<file path="config.mk">
export PLATFORM = sky130hd
export DESIGN_NAME = clock_gen_arbiter_flat
export DESIGN_NICKNAME = d
export VERILOG_FILES = /design/src/rtl/clock_gen_arbiter_if.sv /design/src/rtl/clock_gen_arbiter.sv /design/src/flat_wrapper.sv
export SDC_FILE = /design/constraint.sdc
export NUM_CORES = 1
export LEC_CHECK = 0
export ABC_CLOCK_PERIOD_IN_PS = 1610
export BUFFER_PORTS_ARGS = -buffer_cell sky130_fd_sc_hd__buf_2
export CAP_MARGIN = 20
export CELL_PAD_IN_SITES_DETAIL_PLACEMENT = 0
export CELL_PAD_IN_SITES_GLOBAL_PLACEMENT = 2
export CORE_MARGIN = 2
export CORE_UTILIZATION = 31
export CTS_BUF_LIST = sky130_fd_sc_hd__clkbuf_16
export CTS_CLUSTER_SIZE = 30
export DETAILED_ROUTE_END_ITERATION = 8
export HOLD_SLACK_MARGIN = 0.06
export PLACE_DENSITY_LB_ADDON = 0.12
export SYNTH_ARGS = -nofsm -noshare
export SYNTH_HDL_FRONTEND = slang
export SYNTH_SLANG_ARGS = --single-unit
</file>
<file path="constraint.sdc">
create_clock -name sys_clk -period 1.61 [get_ports sys_clk]
set_input_delay 0.161 -clock sys_clk [delete_from_list [all_inputs] [get_ports sys_clk]]
set_output_delay 0.161 -clock sys_clk [all_outputs]
set_load 0.01 [all_outputs]
</file>
<file path="src/rtl/clock_gen_arbiter_if.sv">
// Bundles the requester handshake and the clock-generator start/busy pair shared
// by clock_gen_arbiter and whatever drives it.
interface clock_gen_arbiter_if #(
  parameter int NUM_REQ = 2
);
  // Handshake: req[i] is a level held by requester i until it sees done with gnt[i]
  // set; gnt is one-hot for the whole burst, done/err pulse for one cycle at its
  // end, and gen_start is a single-cycle pulse answered by the generator's gen_busy.
  logic [NUM_REQ-1:0] req;
  logic [NUM_REQ-1:0] gnt;
  logic               done;
  logic               err;
  logic               busy;
  logic               gen_start;
  logic               gen_busy;

  modport master (
    output req,
    output gen_busy,
    input  gnt,
    input  done,
    input  err,
    input  busy,
    input  gen_start
  );

  modport slave (
    input  req,
    input  gen_busy,
    output gnt,
    output done,
    output err,
    output busy,
    output gen_start
  );
endinterface

</file>
<file path="src/rtl/clock_gen_arbiter.sv">
// Round-robin sharing of one burst clock generator between NUM_REQ requesters,
// with a start timeout when the generator never reports busy.
module clock_gen_arbiter #(
  parameter int NUM_REQ       = 2,
  parameter int START_TIMEOUT = 4
) (
  input  logic                  sys_clk,
  input  logic                  rst,
  clock_gen_arbiter_if.slave    bus,
  output logic [2:0]            state_dbg
);

  localparam int PW = (NUM_REQ > 1) ? $clog2(NUM_REQ) : 1;
  localparam int CW = $clog2(START_TIMEOUT + 1);

  typedef enum logic [2:0] {
    S_IDLE      = 3'd0,
    S_START     = 3'd1,
    S_WAIT_BUSY = 3'd2,
    S_RUN       = 3'd3,
    S_DONE      = 3'd4
  } state_e;

  state_e             state_q, state_n;
  logic [NUM_REQ-1:0] gnt_q, gnt_n;
  logic               start_q, start_n;
  logic               done_q, done_n;
  logic               err_q, err_n;
  logic               busy_q, busy_n;
  logic [PW-1:0]      last_q, last_n;
  logic [CW-1:0]      cnt_q, cnt_n;

  logic               pick_found;
  logic [PW-1:0]      pick_idx;

  // Scan upward from the requester after the last grant, wrapping around.
  always_comb begin : rr_scan
    int            idx;
    logic [PW-1:0] idx_v;
    pick_found = 1'b0;
    pick_idx   = '0;
    idx        = 0;
    idx_v      = '0;
    for (int k = 1; k <= NUM_REQ; k++) begin
      idx = int'(last_q) + k;
      if (idx >= NUM_REQ) idx = idx - NUM_REQ;
      idx_v = idx[PW-1:0];
      if (!pick_found && bus.req[idx_v]) begin
        pick_found = 1'b1;
        pick_idx   = idx_v;
      end
    end
  end

  always_comb begin
    state_n = state_q;
    gnt_n   = gnt_q;
    start_n = 1'b0;
    done_n  = 1'b0;
    err_n   = 1'b0;
    busy_n  = busy_q;
    last_n  = last_q;
    cnt_n   = cnt_q;
    case (state_q)
      S_IDLE: begin
        if (pick_found) begin
          state_n          = S_START;
          gnt_n            = '0;
          gnt_n[pick_idx]  = 1'b1;
          start_n          = 1'b1;
          busy_n           = 1'b1;
          last_n           = pick_idx;
        end
      end
      S_START: begin
        state_n = S_WAIT_BUSY;
        cnt_n   = '0;
      end
      S_WAIT_BUSY: begin
        if (bus.gen_busy) begin
          state_n = S_RUN;
        end else begin
          cnt_n = cnt_q + 1'b1;
          if (cnt_n == CW'(START_TIMEOUT)) begin
            state_n = S_DONE;
            done_n  = 1'b1;
            err_n   = 1'b1;
          end
        end
      end
      S_RUN: begin
        // Any low cycle ends the burst; the generator's busy is trusted as-is.
        if (!bus.gen_busy) begin
          state_n = S_DONE;
          done_n  = 1'b1;
        end
      end
      S_DONE: begin
        state_n = S_IDLE;
        gnt_n   = '0;
        busy_n  = 1'b0;
      end
      default: begin
        state_n = S_IDLE;
        gnt_n   = '0;
        busy_n  = 1'b0;
      end
    endcase
  end

  always_ff @(posedge sys_clk or negedge rst) begin
    if (!rst) begin
      state_q <= S_IDLE;
      gnt_q   <= '0;
      start_q <= 1'b0;
      done_q  <= 1'b0;
      err_q   <= 1'b0;
      busy_q  <= 1'b0;
      last_q  <= PW'(NUM_REQ - 1);
      cnt_q   <= '0;
    end else begin
      state_q <= state_n;
      gnt_q   <= gnt_n;
      start_q <= start_n;
      done_q  <= done_n;
      err_q   <= err_n;
      busy_q  <= busy_n;
      last_q  <= last_n;
      cnt_q   <= cnt_n;
    end
  end

  assign bus.gnt       = gnt_q;
  assign bus.gen_start = start_q;
  assign bus.done      = done_q;
  assign bus.err       = err_q;
  assign bus.busy      = busy_q;
  assign state_dbg     = state_q;

endmodule
</file>
<file path="src/flat_wrapper.sv">
// flat-port wrapper written by rule: the top's interface ports become plain ports
module clock_gen_arbiter_flat 
#(
  parameter int NUM_REQ       = 2,
  parameter int START_TIMEOUT = 4
)
  (sys_clk, rst, state_dbg, bus_req, bus_gen_busy, bus_gnt, bus_done, bus_err, bus_busy, bus_gen_start);
  clock_gen_arbiter_if #(.NUM_REQ(NUM_REQ)) bus_i ();
  input  logic sys_clk;
  input  logic rst;
  output logic [2:0] state_dbg;
  input wire logic [$bits(bus_i.req)-1:0] bus_req;
  input wire logic [$bits(bus_i.gen_busy)-1:0] bus_gen_busy;
  output wire logic [$bits(bus_i.gnt)-1:0] bus_gnt;
  output wire logic [$bits(bus_i.done)-1:0] bus_done;
  output wire logic [$bits(bus_i.err)-1:0] bus_err;
  output wire logic [$bits(bus_i.busy)-1:0] bus_busy;
  output wire logic [$bits(bus_i.gen_start)-1:0] bus_gen_start;
  assign bus_i.req = bus_req;
  assign bus_i.gen_busy = bus_gen_busy;
  assign bus_gnt = bus_i.gnt;
  assign bus_done = bus_i.done;
  assign bus_err = bus_i.err;
  assign bus_busy = bus_i.busy;
  assign bus_gen_start = bus_i.gen_start;
  clock_gen_arbiter #(.NUM_REQ(NUM_REQ), .START_TIMEOUT(START_TIMEOUT)) u_core (.sys_clk(sys_clk), .rst(rst), .bus(bus_i), .state_dbg(state_dbg));
endmodule
</file>
Word-level counts from Yosys, hierarchy flattened
Index checks and enable logic that the tools add are counted.
{ "word_totals": {"inputBits": 5, "mem_bits_rw": 0, "n_memories": 0, "elab_cells": 68, "regBits": 13, "latch_bits": 0, "mem_bits_ro": 0} }
{ "op_classes": {"n_bitwise": 1, "shift": 0, "n_eq_ne": 8, "order_cmp": 6, "n_mul": 0, "reduce_logical": 10, "mux": 30, "addsub": 5, "div": 0} }
{ "op_table": {"columns": ["op", "n"], "rows": [
  ["$mux 1", 18],
  ["$mux 3", 5],
  ["$pmux 3 s4", 1],
  ["$eq 3x2->1 const B", 2],
  ["$lt 1x2->1 const B", 3],
  ["$pmux 3 s2", 1],
  ["$reduce_and 2->1", 3],
  ["$ne 2x2->1 const B", 2],
  ["$pmux 1 s2", 2],
  ["$pmux 2 s2", 1],
  ["$add 1x2->3 const B", 1],
  ["$add 3x1->3 const B", 1],
  ["$eq 3x1->1 const B", 1],
  ["$eq 3x3->1 const B", 1],
  ["$ge 3x2->1 const B", 1],
  ["$logic_not 3->1", 1],
  ["$ne 3x2->1 const B", 1],
  ["$reduce_and 3->1", 1],
  ["$reduce_or 3->1", 1],
  ["$add 1x1->2 const B", 1],
  ["$ge 2x2->1 const B", 1],
  ["$logic_and 1x1->1", 2],
  ["$mux 2", 1],
  ["$ne 2x1->1 const B", 1],
  ["other kinds (6)", 7]
]} }

Logic depth before layout (Yosys ltp)
Gate-level depths: netlist of the first run.
{ "depth": {"ltp_word": 15, "depth_mapped": 5, "ltp_nobuf": 5} }

Worst setup path before layout of the first run
Ideal clock, no wire load.
{ "synth_path": {"path_kind": "register -> register", "from": "reg u_core.cnt_q[0]", "to": "reg u_core.state_q[1], in the netlist u_core.state_dbg[1]", "arrival_time_ps": 1170, "setup_ps": 94, "path_stages_with_launch": 6, "slack_ps": 346, "t_required_ps": 1516, "cell_sequence": "dfrtp_1 -> ha_1 -> ha_1 -> nor2_1 -> nor2_1 -> a211oi_1"} }
{ "synth_between": {"elab_chain_len": 4} }
{ "synth_rtl": {"columns": ["item", "line_no", "rtl"], "rows": [
  ["start: declaration", "clock_gen_arbiter.sv:31", "logic [CW-1:0] cnt_q, cnt_n;"],
  ["start signal: assignment", "clock_gen_arbiter.sv:129", "cnt_q <= cnt_n;"],
  ["$add 3x1->3", "clock_gen_arbiter.sv:83", "cnt_n = cnt_q + 1'b1;"],
  ["$eq 3x3->1", "clock_gen_arbiter.sv:84", "if (cnt_n == CW'(START_TIMEOUT)) begin"],
  ["$ne 3x2->1 (no source line)", null, null],
  ["$reduce_and 3->1 (no source line)", null, null],
  ["end signal: assignment", "clock_gen_arbiter.sv:122", "state_q <= state_n;"],
  ["end: declaration", "clock_gen_arbiter.sv:24", "state_e state_q, state_n;"]
]} }
Every way passes these cells.
A chain may end at the register's enable or synchronous reset.

Worst setup path after layout of the first run
Ends and elaborated chain as after synthesis.

==> results of run 1 <==
==> worst max-delay path, stage by stage (launching register included) <==
cell and delay (ns):
dfrtp_1 0.40, ha_1 0.21, ha_1 0.20, nor2_1 0.19, nor2_1 0.06, a211oi_1 0.21
==> area by class of cell <==
cell class | count | area [µm²] | area share
Timing Repair Buffer | 15 | 82.6 | 0.107
Sequential cell | 13 | 327 | 0.425
Clock inverter | 1 | 5.00 | 0.00651
Inverter | 2 | 7.51 | 0.00977
Tap cell | 25 | 31.3 | 0.0407
Multi-Input combinational cell | 36 | 240 | 0.313
Clock buffer | 3 | 75.1 | 0.0977
==> cell usage in the layout, fill, tap and decap left out, drive strengths merged, types with 2 or more instances in the layout <==
cell type,instances
a21o,2
a21oi,2
a22o,2
a32o,2
buf,14
clkbuf,3
dfrtp,12
ha,2
inv,2
nand2,5
nor2,4
nor3,2
nor4b,2
o21ai,4
==> worst max path at each step <==
stage,from,to,slack (ns),cells past startpoint
final,u_core.cnt_q[0],u_core.state_dbg[1],0.25,5
after global routing,u_core.cnt_q[0],u_core.state_dbg[1],0.06,5
after CTS,u_core.cnt_q[0],u_core.state_dbg[1],0.23,5
after detailed placement,u_core.cnt_q[0],u_core.state_dbg[1],0.26,5
after global placement,u_core.cnt_q[0],u_core.state_dbg[1],0.28,5
after floorplan,u_core.cnt_q[0],u_core.state_dbg[1],0.35,5
==> power by group through the flow <==
stage	Combinational [mW]	Sequential [mW]	Clock (mW)
2_1_floorplan	0.370	0.563	0
3_3_place_gp	0.518	0.587	0
3_5_place_dp	0.510	0.585	0
4_1_cts	0.512	0.580	0.479
5_1_grt	0.573	0.607	0.502
6_report	0.501	0.578	0.465
==> flip-flops by register name, indices dropped and copies added, names as in the netlist <==
register / flops
u_core.bus.busy: 1
u_core.bus.done: 1
u_core.bus.err: 1
u_core.bus.gen_start: 1
u_core.bus.gnt: 2
u_core.cnt_q: 3
u_core.last_q: 1
u_core.state_dbg: 3
==> routing by layer <==
metal | vias up | wire length (µm) | track usage
li1 | 228 | - | -
met1 | 227 | 530 | 0.165
met2 | 11 | 546 | 0.195
met3 | 0 | 65 | 0.0566
met4 | 0 | 0 | 0.0486
met5 | - | 0 | 0
==> cell families (layout without fill, tap and decap cells) <==
group                      after synthesis  in the layout  synth area share
DFF                                     13             13             0.548
AOI/OAI and AO/OA                       15             15             0.181
and+or+nand+nor                         19             19             0.181
buffers and inverters                    5             21            0.0483
adders and majority gates                2              2            0.0420
==> stage by stage <==
stage	hold WS (ns)	utilization	area, µm²	std cells
global placement	0.0693	0.384	678	90
CTS	0.107	0.435	768	95
global route	0.125	0.435	768	95
finish	0.113	0.435	768	95
detailed placement	0.0696	0.384	678	90
floorplan	-0.135	-	596	54
==> repair_timing <==
action                                 in CTS  in global routing
setup endpoints to repair                   0                  0
endpoints found under the hold margin      12                  0
hold buffers                                1                  0
==> summary.txt, run 1 <==
Setup path
  – Flop2flop setup slack: 0.25 ns
  – Crit path max fanout: 4
  – Crit path kind: register to register
  – Critical path arrival: 1.51 ns
  – Crit. End Element: register
  – R2r startpoint: u_core.cnt_q[0]
  – WP data required: 1.76 ns
  – R2R cell count: 5
  – Critical path launch point type: register
  – Reg-to-Reg End: u_core.state_dbg[1]

Synthesis
  – Sequential-to-total area share from yosys stat: 0.548
  – YS warnings: 0
  – Gate count after technology mapping: 54
  – Main synth FF type: dfrtp_1
  – Commonest cells post-synth: dfrtp_1, nand2_1, nor2_1, o21ai_1
  – Syn nets: 61
  – Syn Area/Cell: between 10 and 15 µm²
  – Post-synth cell types: 26
  – Ys async rst share: 1.00
  – Post-synth EDFFs: 0
  – Most common cell in the synthesized netlist: dfrtp_1
  – Ranking of synthesized cells by area: dfrtp_1, dfstp_2, ha_1, a32o_1, nand2_1
  – Seq cells post-synth: 13
  – Mapped Area: 596 µm²
  – Cell taking the most area after synthesis: dfrtp_1
  – Synth top area share: 0.504

CTS
  – Max Root-Sink Buffers: 2
  – Clock sinks: 13
  – Clk slew on worst S/H paths: 0.04 ns
  – Worst skew pair latency: 0.24 ns
  – CTS tree: built
  – CTS root buf: clkbuf_16
  – Setup repair bufs after CTS: 0
  – CTS buffer count: 3
  – CTS resizes: 0
  – H-tree depth: 1

Global route
  – Initial antenna violation count: 0
  – Vias in the first global route: 432
  – Gr ovfl total: 0
  – First-pass GRT wire length: ~2 mm
  – Largest net degree at the start of global routing: 14
  – GRT Total Usage: 0.129

Place
  – Port Buffers: 13
  – DP Wirelength: 839 µm
  – Place WS: 0.256 ns
  – GP Congestion: 0.720

Run status
  – Status: finished, final reports clean

Route
  – ANT nets after route: 0
  – Avg Vias per Cell: about 5
  – DR iter-0 viols: 4
  – WL/cell: 12.0 µm
  – Via count: ~470
  – # DRC: 0
  – Pre-antenna DRT Iters: 4
  – DRT Wirelength: 1.14 mm

Pwr
  – Final Power: 1.54 mW
  – Worst vdd ir: 0.807 mV
  – Sw frac: 0.333
  – Sequential share of power: 0.374
  – Clk network pwr share: 0.301
  – Power density cells: 2010 mW/mm²
  – Pint: 1.03 mW
  – Combinational power share: 0.325
  – Pleak: 0.369 nW
  – Psw: 0.514 mW

Hold path
  – HP Class: input port to register
  – Hold Startpoint: bus_req[0]
  – WHS Endpoint: u_core.last_q
  – Hold depth: 2

STA
  – Tcrit/Tclk final: 0.847
  – RSZ-0062 raised after global routing: no
  – Final Hold Viols: 0
  – Highest clock rate: 0.733 GHz
  – Final WS setup: between 0.2 and 0.25 ns
  – Slew margin rel.: 0.771
  – Tmin final: 1.36 ns
  – Setup violators final: 0
  – Setup Skew: 0.00321 ns
  – Worst Max-Slew Pin Slew: around 0.34 ns
  – Fin. max-slew vios: 0
  – Final setup TNS: 0 ns

Layout
  – Final net count: between 70 and 80
  – Fillers: 185
  – Layout cells sized above 1: 0.329
  – Ant diodes: 0
  – Area Overhead vs Synth: 29.0%

Die
  – Die span in y: 47.8 µm
  – Die Area: 0.00229 mm²
  – Top Ports: 14
  – Starting density of the core: 0.338
  – Die width: 47.8 µm
  – Row cnt: 15
  – Placeable Area: 0.00176 mm²

Job
  – Max-cap viol count: 0
Note: power is estimated with default switching activity, not from simulation.
==> inputs of run 2 (changes only) <==
--- a/config.mk
+++ b/config.mk
@@ -5,13 +5,14 @@
 export SDC_FILE = /design/constraint.sdc
 export NUM_CORES = 1
 export LEC_CHECK = 0
-export ABC_CLOCK_PERIOD_IN_PS = 1610
+export ABC_AREA = 1
+export ABC_CLOCK_PERIOD_IN_PS = 1400
 export BUFFER_PORTS_ARGS = -buffer_cell sky130_fd_sc_hd__buf_2
 export CAP_MARGIN = 20
 export CELL_PAD_IN_SITES_DETAIL_PLACEMENT = 0
 export CELL_PAD_IN_SITES_GLOBAL_PLACEMENT = 2
 export CORE_MARGIN = 2
-export CORE_UTILIZATION = 31
+export CORE_UTILIZATION = 30
 export CTS_BUF_LIST = sky130_fd_sc_hd__clkbuf_16
 export CTS_CLUSTER_SIZE = 30
 export DETAILED_ROUTE_END_ITERATION = 8
==> constraint.sdc (replaced) <==
create_clock -name sys_clk -period 1.4 [get_ports sys_clk]
set_input_delay 0.14 -clock sys_clk [delete_from_list [all_inputs] [get_ports sys_clk]]
set_output_delay 0.14 -clock sys_clk [all_outputs]
set_load 0.01 [all_outputs]
==> summary.txt, run 2 <==
Route
  – Via count: 492 (was 466)
  – # DRC: 0 (unchanged)
  – WL met2: 509 µm (was 546 µm)
  – Post-Route M1 WL: 600 µm (was 530 µm)
  – Avg Vias per Cell: 4.47 (was 4.91)
  – ANT nets after route: 0 (unchanged)
  – DRT Wirelength: 1.20 mm (was 1.14 mm)
  – DR iter-0 viols: 1 (was 4)
  – Highest metal used: met4 (was met3)
  – Pre-antenna DRT Iters: 2 (was 4)
  – WL/cell: 10.9 µm (was 12.0 µm)
  – Met3 WL: 70 µm (was 65 µm)

Setup path
  – CP cell instances: ha_1 -> ha_1 -> inv_2 -> nand4_1 -> nand2_1 -> o21bai_2 (was ha_1 -> ha_1 -> nor2_1 -> nor2_1 -> a211oi_1)
  – Critical Path Most Common Cell: ha_1
  – Critical path arrival: 1.38 ns (was 1.51 ns)
  – Crit path kind: register to register (unchanged)
  – Critical path launch point type: register (unchanged)
  – Top Family by Delay on Critical Path: flip-flops (was adder cells)
  – Critical path's largest stage delay: 0.39 ns (was 0.40 ns)
  – WP data required: 1.53 ns (was 1.76 ns)
  – Crit path max fanout: 4 (unchanged)
  – Crit. End Element: register (unchanged)
  – Worst path slowest cell: dfrtp_1 (unchanged)
  – CP bufs+invs: 1 (was 0)

Die
  – Starting density of the core: 0.320 (was 0.338)
  – Top Ports: 14 (unchanged)
  – Die width: 50.0 µm (was 47.8 µm)
  – Placeable Area: 0.00198 mm² (was 0.00176 mm²)
  – Die span in y: 50.0 µm (was 47.8 µm)
  – Row cnt: 16 (was 15)
  – Die Area: 0.00250 mm² (was 0.00229 mm²)

Synthesis
  – Post-synth EDFFs: 0 (unchanged)
  – Gate count after technology mapping: 66 (was 54)
  – Mapped Area: 634 µm² (was 596 µm²)
  – Seq cells post-synth: 13 (unchanged)
  – Sequential-to-total area share from yosys stat: 0.515 (was 0.548)
  – Post-synth cell types: 19 (was 26)
  – Syn Area/Cell: 9.61 µm² (was 11.0 µm²)
  – Cell taking the most area after synthesis: dfrtp_1 (unchanged)
  – Syn nets: 73 (was 61)
  – Ys async rst share: 1.00 (unchanged)
  – Most common cell in the synthesized netlist: dfrtp_1 (unchanged)
  – Commonest cells post-synth: dfrtp_1, nand2_1, inv_1, nand3_1, o21ai_1 (was dfrtp_1, nand2_1, nor2_1, o21ai_1)
  – Ranking of synthesized cells by area: dfrtp_1, nand2_1, nand4_1, nand3_1, o21ai_1 (was dfrtp_1, dfstp_2, ha_1, a32o_1, nand2_1)
  – YS warnings: 0 (unchanged)
  – Main synth FF type: dfrtp_1 (unchanged)
  – Synth top area share: 0.473 (was 0.504)

Global route
  – Gr ovfl total: 0 (unchanged)
  – First-pass GRT wire length: 2.18 mm (was 1.95 mm)
  – Vias in the first global route: 492 (was 432)
  – GRT Total Usage: 0.120 (was 0.129)
  – Largest net degree at the start of global routing: 14 (unchanged)
  – Initial antenna violation count: 0 (unchanged)

CTS
  – CTS buffer count: 3 (unchanged)
  – Clock sinks: 13 (unchanged)
  – Worst skew pair latency: 0.24 ns (about the same)
  – CTS tree: built (unchanged)
  – Clk slew on worst S/H paths: 0.05 ns (was 0.04 ns)
  – H-tree depth: 1 (unchanged)
  – CTS root buf: clkbuf_16 (unchanged)
  – Max Root-Sink Buffers: 2 (unchanged)

Run status
  – Status: finished, final reports clean (unchanged)

Layout
  – Commonest non-fill, non-tap cell in the layout: buf_2 (unchanged)
  – Area Overhead vs Synth: 28.0% (was 29.0%)
  – Final Util: 0.410 (was 0.435)
  – Layout cells sized above 1: 0.386 (was 0.329)
  – Ant diodes: 0 (unchanged)
  – Final net count: 91 (was 78)
  – Most frequent cells in the layout: buf_2, dfrtp_1, nand2_1 (was buf_2, dfrtp_1, nand2_1, nor2_1)

STA
  – Tmin final: 1.26 ns (was 1.36 ns)
  – Highest clock rate: 0.795 GHz (was 0.733 GHz)
  – RSZ-0062 raised after global routing: no (unchanged)
  – Setup Skew: 0.000978 ns (was 0.00321 ns)
  – Final WS setup: 0.142 ns (was 0.246 ns)
  – Fin. max-slew vios: 0 (unchanged)
  – Final setup TNS: 0 ns (unchanged)
  – Final Hold Viols: 0 (unchanged)
  – Worst Max-Slew Pin Slew: 0.381 ns (was 0.343 ns)
  – Slew margin rel.: 0.746 (was 0.771)
  – Setup violators final: 0 (unchanged)
  – Tcrit/Tclk final: 0.899 (was 0.847)

Place
  – Port Buffers: 13 (unchanged)
  – Place WS: 0.121 ns (was 0.256 ns)
  – GP Congestion: 0.719 (was 0.720)
  – DP Wirelength: 929 µm (was 839 µm)

Pwr
  – Worst vdd ir: 1.18 mV (was 0.807 mV)
  – Power density cells: 2240 mW/mm² (was 2010 mW/mm²)
  – Pleak: 0.420 nW (was 0.369 nW)

Job
  – Max-cap viol count: 0 (unchanged)

Hold path
  – HP Class: input port to register (unchanged)
[run 2: cell count changes in the layout (fill, tap and decap cells not counted), moves of 3 or more]
cell	previous run	this run
nand3_1	1	6
nand4_1	0	5
nand2_1	5	10
inv_1	2	6
o21ai_1	3	6
inv_2	0	4
[run 2: timing repair]
item	4_1_cts	5_1_grt
setup buffers	0	0
gates resized for setup	0	1
setup endpoints to repair	0	1
hold buffers	1	0
endpoints found under the hold margin	12	0
[run 2: worst min-delay path: cells and delay by family]
kind | cells | cell delay, ns
and+or+nand+nor | 2 | 0.18
buffers and inverters | 1 | 0.11
[run 2: cell type report]
class,count,area [µm²]
Clock buffer,3,75.1
Clock inverter,1,5.00
Fill cell,207,1170
Inverter,11,43.8
Multi-Input combinational cell,41,253
Sequential cell,13,327
Tap cell,27,33.8
Timing Repair Buffer,14,75.1
[run 2: worst paths after layout]
kind	startpoint	endpoint	slack, ns	depth (start not counted)
worst max-delay path	u_core.cnt_q[0]	u_core.state_dbg[0]	0.14	6
worst min register to register	u_core.last_q	u_core.last_q	0.46	2
worst min-delay path	bus_req[1]	u_core.last_q	0.20	3
min in group asynchronous	rst	u_core.bus.gnt[1]	0.32	2
max in group asynchronous	rst	u_core.last_q	0.79	2
worst max register to register	u_core.cnt_q[0]	u_core.state_dbg[0]	0.14	6
[run 2: cells by family after synthesis]
logic type / after synthesis / share of synthesized area
compound gates: 8 / 0.0769
fa+ha+maj: 2 / 0.0394
buf+inv: 12 / 0.0868
flops: 13 / 0.515
simple gates: 31 / 0.282
[run 2: metal layers]
| metal | up-vias | track usage |
|---|---|---|
| li1 | 255 | - |
| met5 | - | 0 |
| met2 | 13 | 0.182 |
| met1 | 221 | 0.152 |
| met3 | 3 | 0.0303 |
| met4 | 0 | 0.0694 |
[run 2: power by group]
| part | leakage, nW | switching, mW | internal, mW |
|---|---|---|---|
| Combinational | 0.215 | 0.376 | 0.248 |
| Sequential | 0.164 | 0.133 | 0.520 |
| Clock | 0.0409 | 0.158 | 0.380 |
[run 2: per-stage QoR]
step / total power, mW / instance area (µm²) / cells / hold slack [ns]
2_1_floorplan: 1.12 / 634 / 66 / -0.156
3_3_place_gp: 1.30 / 722 / 105 / 0.0481
3_5_place_dp: 1.30 / 722 / 105 / 0.0517
4_1_cts: 1.85 / 812 / 110 / 0.206
5_1_grt: 1.99 / 812 / 110 / 0.233
6_report: 1.82 / 812 / 110 / 0.203
==> inputs of run 3 (changes only) <==
--- a/config.mk
+++ b/config.mk
@@ -6,13 +6,13 @@
 export NUM_CORES = 1
 export LEC_CHECK = 0
 export ABC_AREA = 1
-export ABC_CLOCK_PERIOD_IN_PS = 1400
+export ABC_CLOCK_PERIOD_IN_PS = 1000
 export BUFFER_PORTS_ARGS = -buffer_cell sky130_fd_sc_hd__buf_2
 export CAP_MARGIN = 20
 export CELL_PAD_IN_SITES_DETAIL_PLACEMENT = 0
 export CELL_PAD_IN_SITES_GLOBAL_PLACEMENT = 2
 export CORE_MARGIN = 2
-export CORE_UTILIZATION = 30
+export CORE_UTILIZATION = 27
 export CTS_BUF_LIST = sky130_fd_sc_hd__clkbuf_16
 export CTS_CLUSTER_SIZE = 30
 export DETAILED_ROUTE_END_ITERATION = 8
==> constraint.sdc (replaced) <==
create_clock -name sys_clk -period 1 [get_ports sys_clk]
set_input_delay 0.1 -clock sys_clk [delete_from_list [all_inputs] [get_ports sys_clk]]
set_output_delay 0.1 -clock sys_clk [all_outputs]
set_load 0.01 [all_outputs]
==> summary.txt, run 3 (synthesis gave the netlist of run 2 again) <==
STA
  – Final WS setup: -0.155 ns (was 0.142 ns)
  – Worst Max-Slew Pin Slew: 0.303 ns (was 0.381 ns)
  – Slew margin rel.: 0.798 (was 0.746)
  – Hold slack: 0.159 ns (was 0.203 ns)
  – Setup Skew: 0.00143 ns (was 0.000978 ns)
  – Tmin final: 1.15 ns (was 1.26 ns)
  – Setup violators final: 11 (was 0)
  – Fin. max-slew vios: 0 (unchanged)
  – RSZ-0062 raised after global routing: yes (was no)
  – Highest clock rate: 0.866 GHz (was 0.795 GHz)
  – Tcrit/Tclk final: 1.15 (was 0.899)
  – Final Hold Viols: 0 (unchanged)

CTS
  – CTS root buf: clkbuf_16 (unchanged)
  – Clk slew on worst S/H paths: 0.05 ns (about the same)
  – CTS tree: built (unchanged)
  – Clock sinks: 13 (unchanged)
  – Worst skew pair latency: 0.24 ns (about the same)
  – H-tree depth: 1 (unchanged)
  – Max Root-Sink Buffers: 2 (unchanged)
  – CTS buffer count: 3 (unchanged)

Pwr
  – Sequential share of power: 0.305 (was 0.360)
  – Psw: 1.04 mW (was 0.667 mW)
  – Worst vdd ir: 1.24 mV (was 1.18 mV)
  – Final Power: 2.94 mW (was 1.82 mW)
  – Pint: 1.90 mW (was 1.15 mW)
  – Combinational power share: 0.439 (was 0.344)
  – Pleak: 0.473 nW (was 0.420 nW)
  – Power density cells: 3130 mW/mm² (was 2240 mW/mm²)
  – Clk network pwr share: 0.256 (was 0.296)
  – Sw frac: 0.355 (was 0.367)

Route
  – Avg Vias per Cell: 4.38 (was 4.47)
  – DR iter-0 viols: 2 (was 1)
  – WL/cell: 11.0 µm (was 10.9 µm)
  – Via count: 530 (was 492)
  – DRT Wirelength: 1.33 mm (was 1.20 mm)
  – ANT nets after route: 0 (unchanged)
  – # DRC: 0 (unchanged)
  – Pre-antenna DRT Iters: 3 (was 2)

Die
  – Die width: 52.5 µm (was 50.0 µm)
  – Starting density of the core: 0.287 (was 0.320)
  – Die Area: 0.00275 mm² (was 0.00250 mm²)
  – Placeable Area: 0.00221 mm² (was 0.00198 mm²)
  – Die span in y: 52.5 µm (was 50.0 µm)
  – Row cnt: 17 (was 16)
  – Top Ports: 14 (unchanged)

Global route
  – Largest net degree at the start of global routing: 14 (unchanged)
  – First-pass GRT wire length: 2.18 mm (unchanged)
  – Gr ovfl total: 0 (unchanged)
  – GRT Total Usage: 0.117 (was 0.120)
  – Initial antenna violation count: 0 (unchanged)
  – Vias in the first global route: 526 (was 492)

Place
  – DP Wirelength: 1.03 mm (was 929 µm)
  – Dpl cell area: 790 µm² (was 722 µm²)
  – GP Congestion: 0.701 (was 0.719)
  – Port Buffers: 13 (unchanged)

Setup path
  – WP data required: 1.12 ns (was 1.53 ns)
  – Crit. End Element: register (unchanged)
  – CP cell instances: ha_2 -> ha_4 -> inv_2 -> nand4_1 -> nand2_1 -> o21bai_2 (was ha_1 -> ha_1 -> inv_2 -> nand4_1 -> nand2_1 -> o21bai_2)
  – Critical path launch point type: register (unchanged)
  – Critical path's largest stage delay: 0.38 ns (was 0.39 ns)
  – Crit path max fanout: 2 (was 4)
  – Critical path arrival: 1.28 ns (was 1.38 ns)
  – Crit path kind: register to register (unchanged)
  – Worst path slowest cell: dfrtp_1 (unchanged)

Run status
  – Status: finished, violations left (was finished, final reports clean)
  – Failing checks: setup timing

Layout
  – Area Overhead vs Synth: 48.1% (was 28.0%)
  – Commonest non-fill, non-tap cell in the layout: buf_2 (unchanged)
  – Fillers: 234 (was 207)
  – Final net count: 101 (was 91)
  – Layout cells sized above 1: 0.527 (was 0.386)
  – Post-layout instance area: 940 µm² (was 812 µm²)
  – Most frequent cells in the layout: buf_2, nand2_1, dfrtp_1, buf_4, nand3_1 (was buf_2, dfrtp_1, nand2_1)
  – Final Util: 0.425 (was 0.410)
  – Ant diodes: 0 (unchanged)

Hold path
  – HP Class: input port to register (unchanged)

Job
  – Max-cap viol count: 0 (unchanged)
run 3: critical path: cells and delay by family (launching register included):
kind / cells / cell delay, ns
compound gates: 1 / 0.05
fa+ha+maj: 2 / 0.34
buf+inv: 1 / 0.05
simple gates: 2 / 0.22
flops: 1 / 0.38
run 3: what timing repair did:
item,in CTS,in global routing
resized for setup,5,3
hold endpoints to repair,13,0
pin swaps,4,0
setup buffers,1,4
hold buffers,1,0
endpoints found under the setup margin,13,13
run 3: power groups by stage:
| stage | logic, mW | registers [mW] | clock network [mW] |
|---|---|---|---|
| 6_report | 1.29 | 0.897 | 0.752 |
| 5_1_grt | 1.44 | 0.929 | 0.796 |
| 4_1_cts | 1.18 | 0.917 | 0.769 |
| 3_5_place_dp | 1.12 | 0.916 | 0 |
| 3_3_place_gp | 1.12 | 0.913 | 0 |
| 2_1_floorplan | 0.700 | 0.931 | 0 |
run 3: layout make-up:
| class | count | area, µm² | area share |
|---|---|---|---|
| repair buffers | 24 | 164 | 0.174 |
| clock buffers | 3 | 75.1 | 0.0799 |
| clock inverters | 1 | 5.00 | 0.00533 |
| multi-input cells | 41 | 288 | 0.306 |
| well taps | 28 | 35.0 | 0.0373 |
| flip-flops and latches | 13 | 329 | 0.350 |
| inverters | 11 | 43.8 | 0.0466 |
run 3: worst paths after layout:
path	startpoint	cells after the start	end	slack, ns
max	u_core.cnt_q[0]	6	u_core.state_dbg[0]	-0.15
min	bus_req[1]	3	u_core.last_q	0.16
max reg2reg	u_core.cnt_q[0]	6	u_core.state_dbg[0]	-0.15
min reg2reg	u_core.last_q	2	u_core.last_q	0.46
max in group asynchronous	rst	2	u_core.last_q	0.44
min in group asynchronous	rst	2	u_core.bus.gnt[1]	0.28
run 3: metrics by stage:
stage	TNS, ns	setup WS (ns)	std cells
after floorplan	-0.306	-0.123	66
after global placement	-0.788	-0.138	112
after detailed placement	-0.832	-0.166	112
after CTS	-1.04	-0.163	118
after global routing	-1.67	-0.202	121
final	-0.849	-0.155	121
run 3: per-layer routing:
| metal | up-vias | part of all wire | global-route usage |
|---|---|---|---|
| met1 | 239 | 0.46 | 0.134 |
| li1 | 275 | - | - |
| met5 | - | 0 | 0 |
| met3 | 4 | 0.056 | 0.0371 |
| met2 | 12 | 0.45 | 0.179 |
| met4 | 0 | 0.031 | 0.0897 |
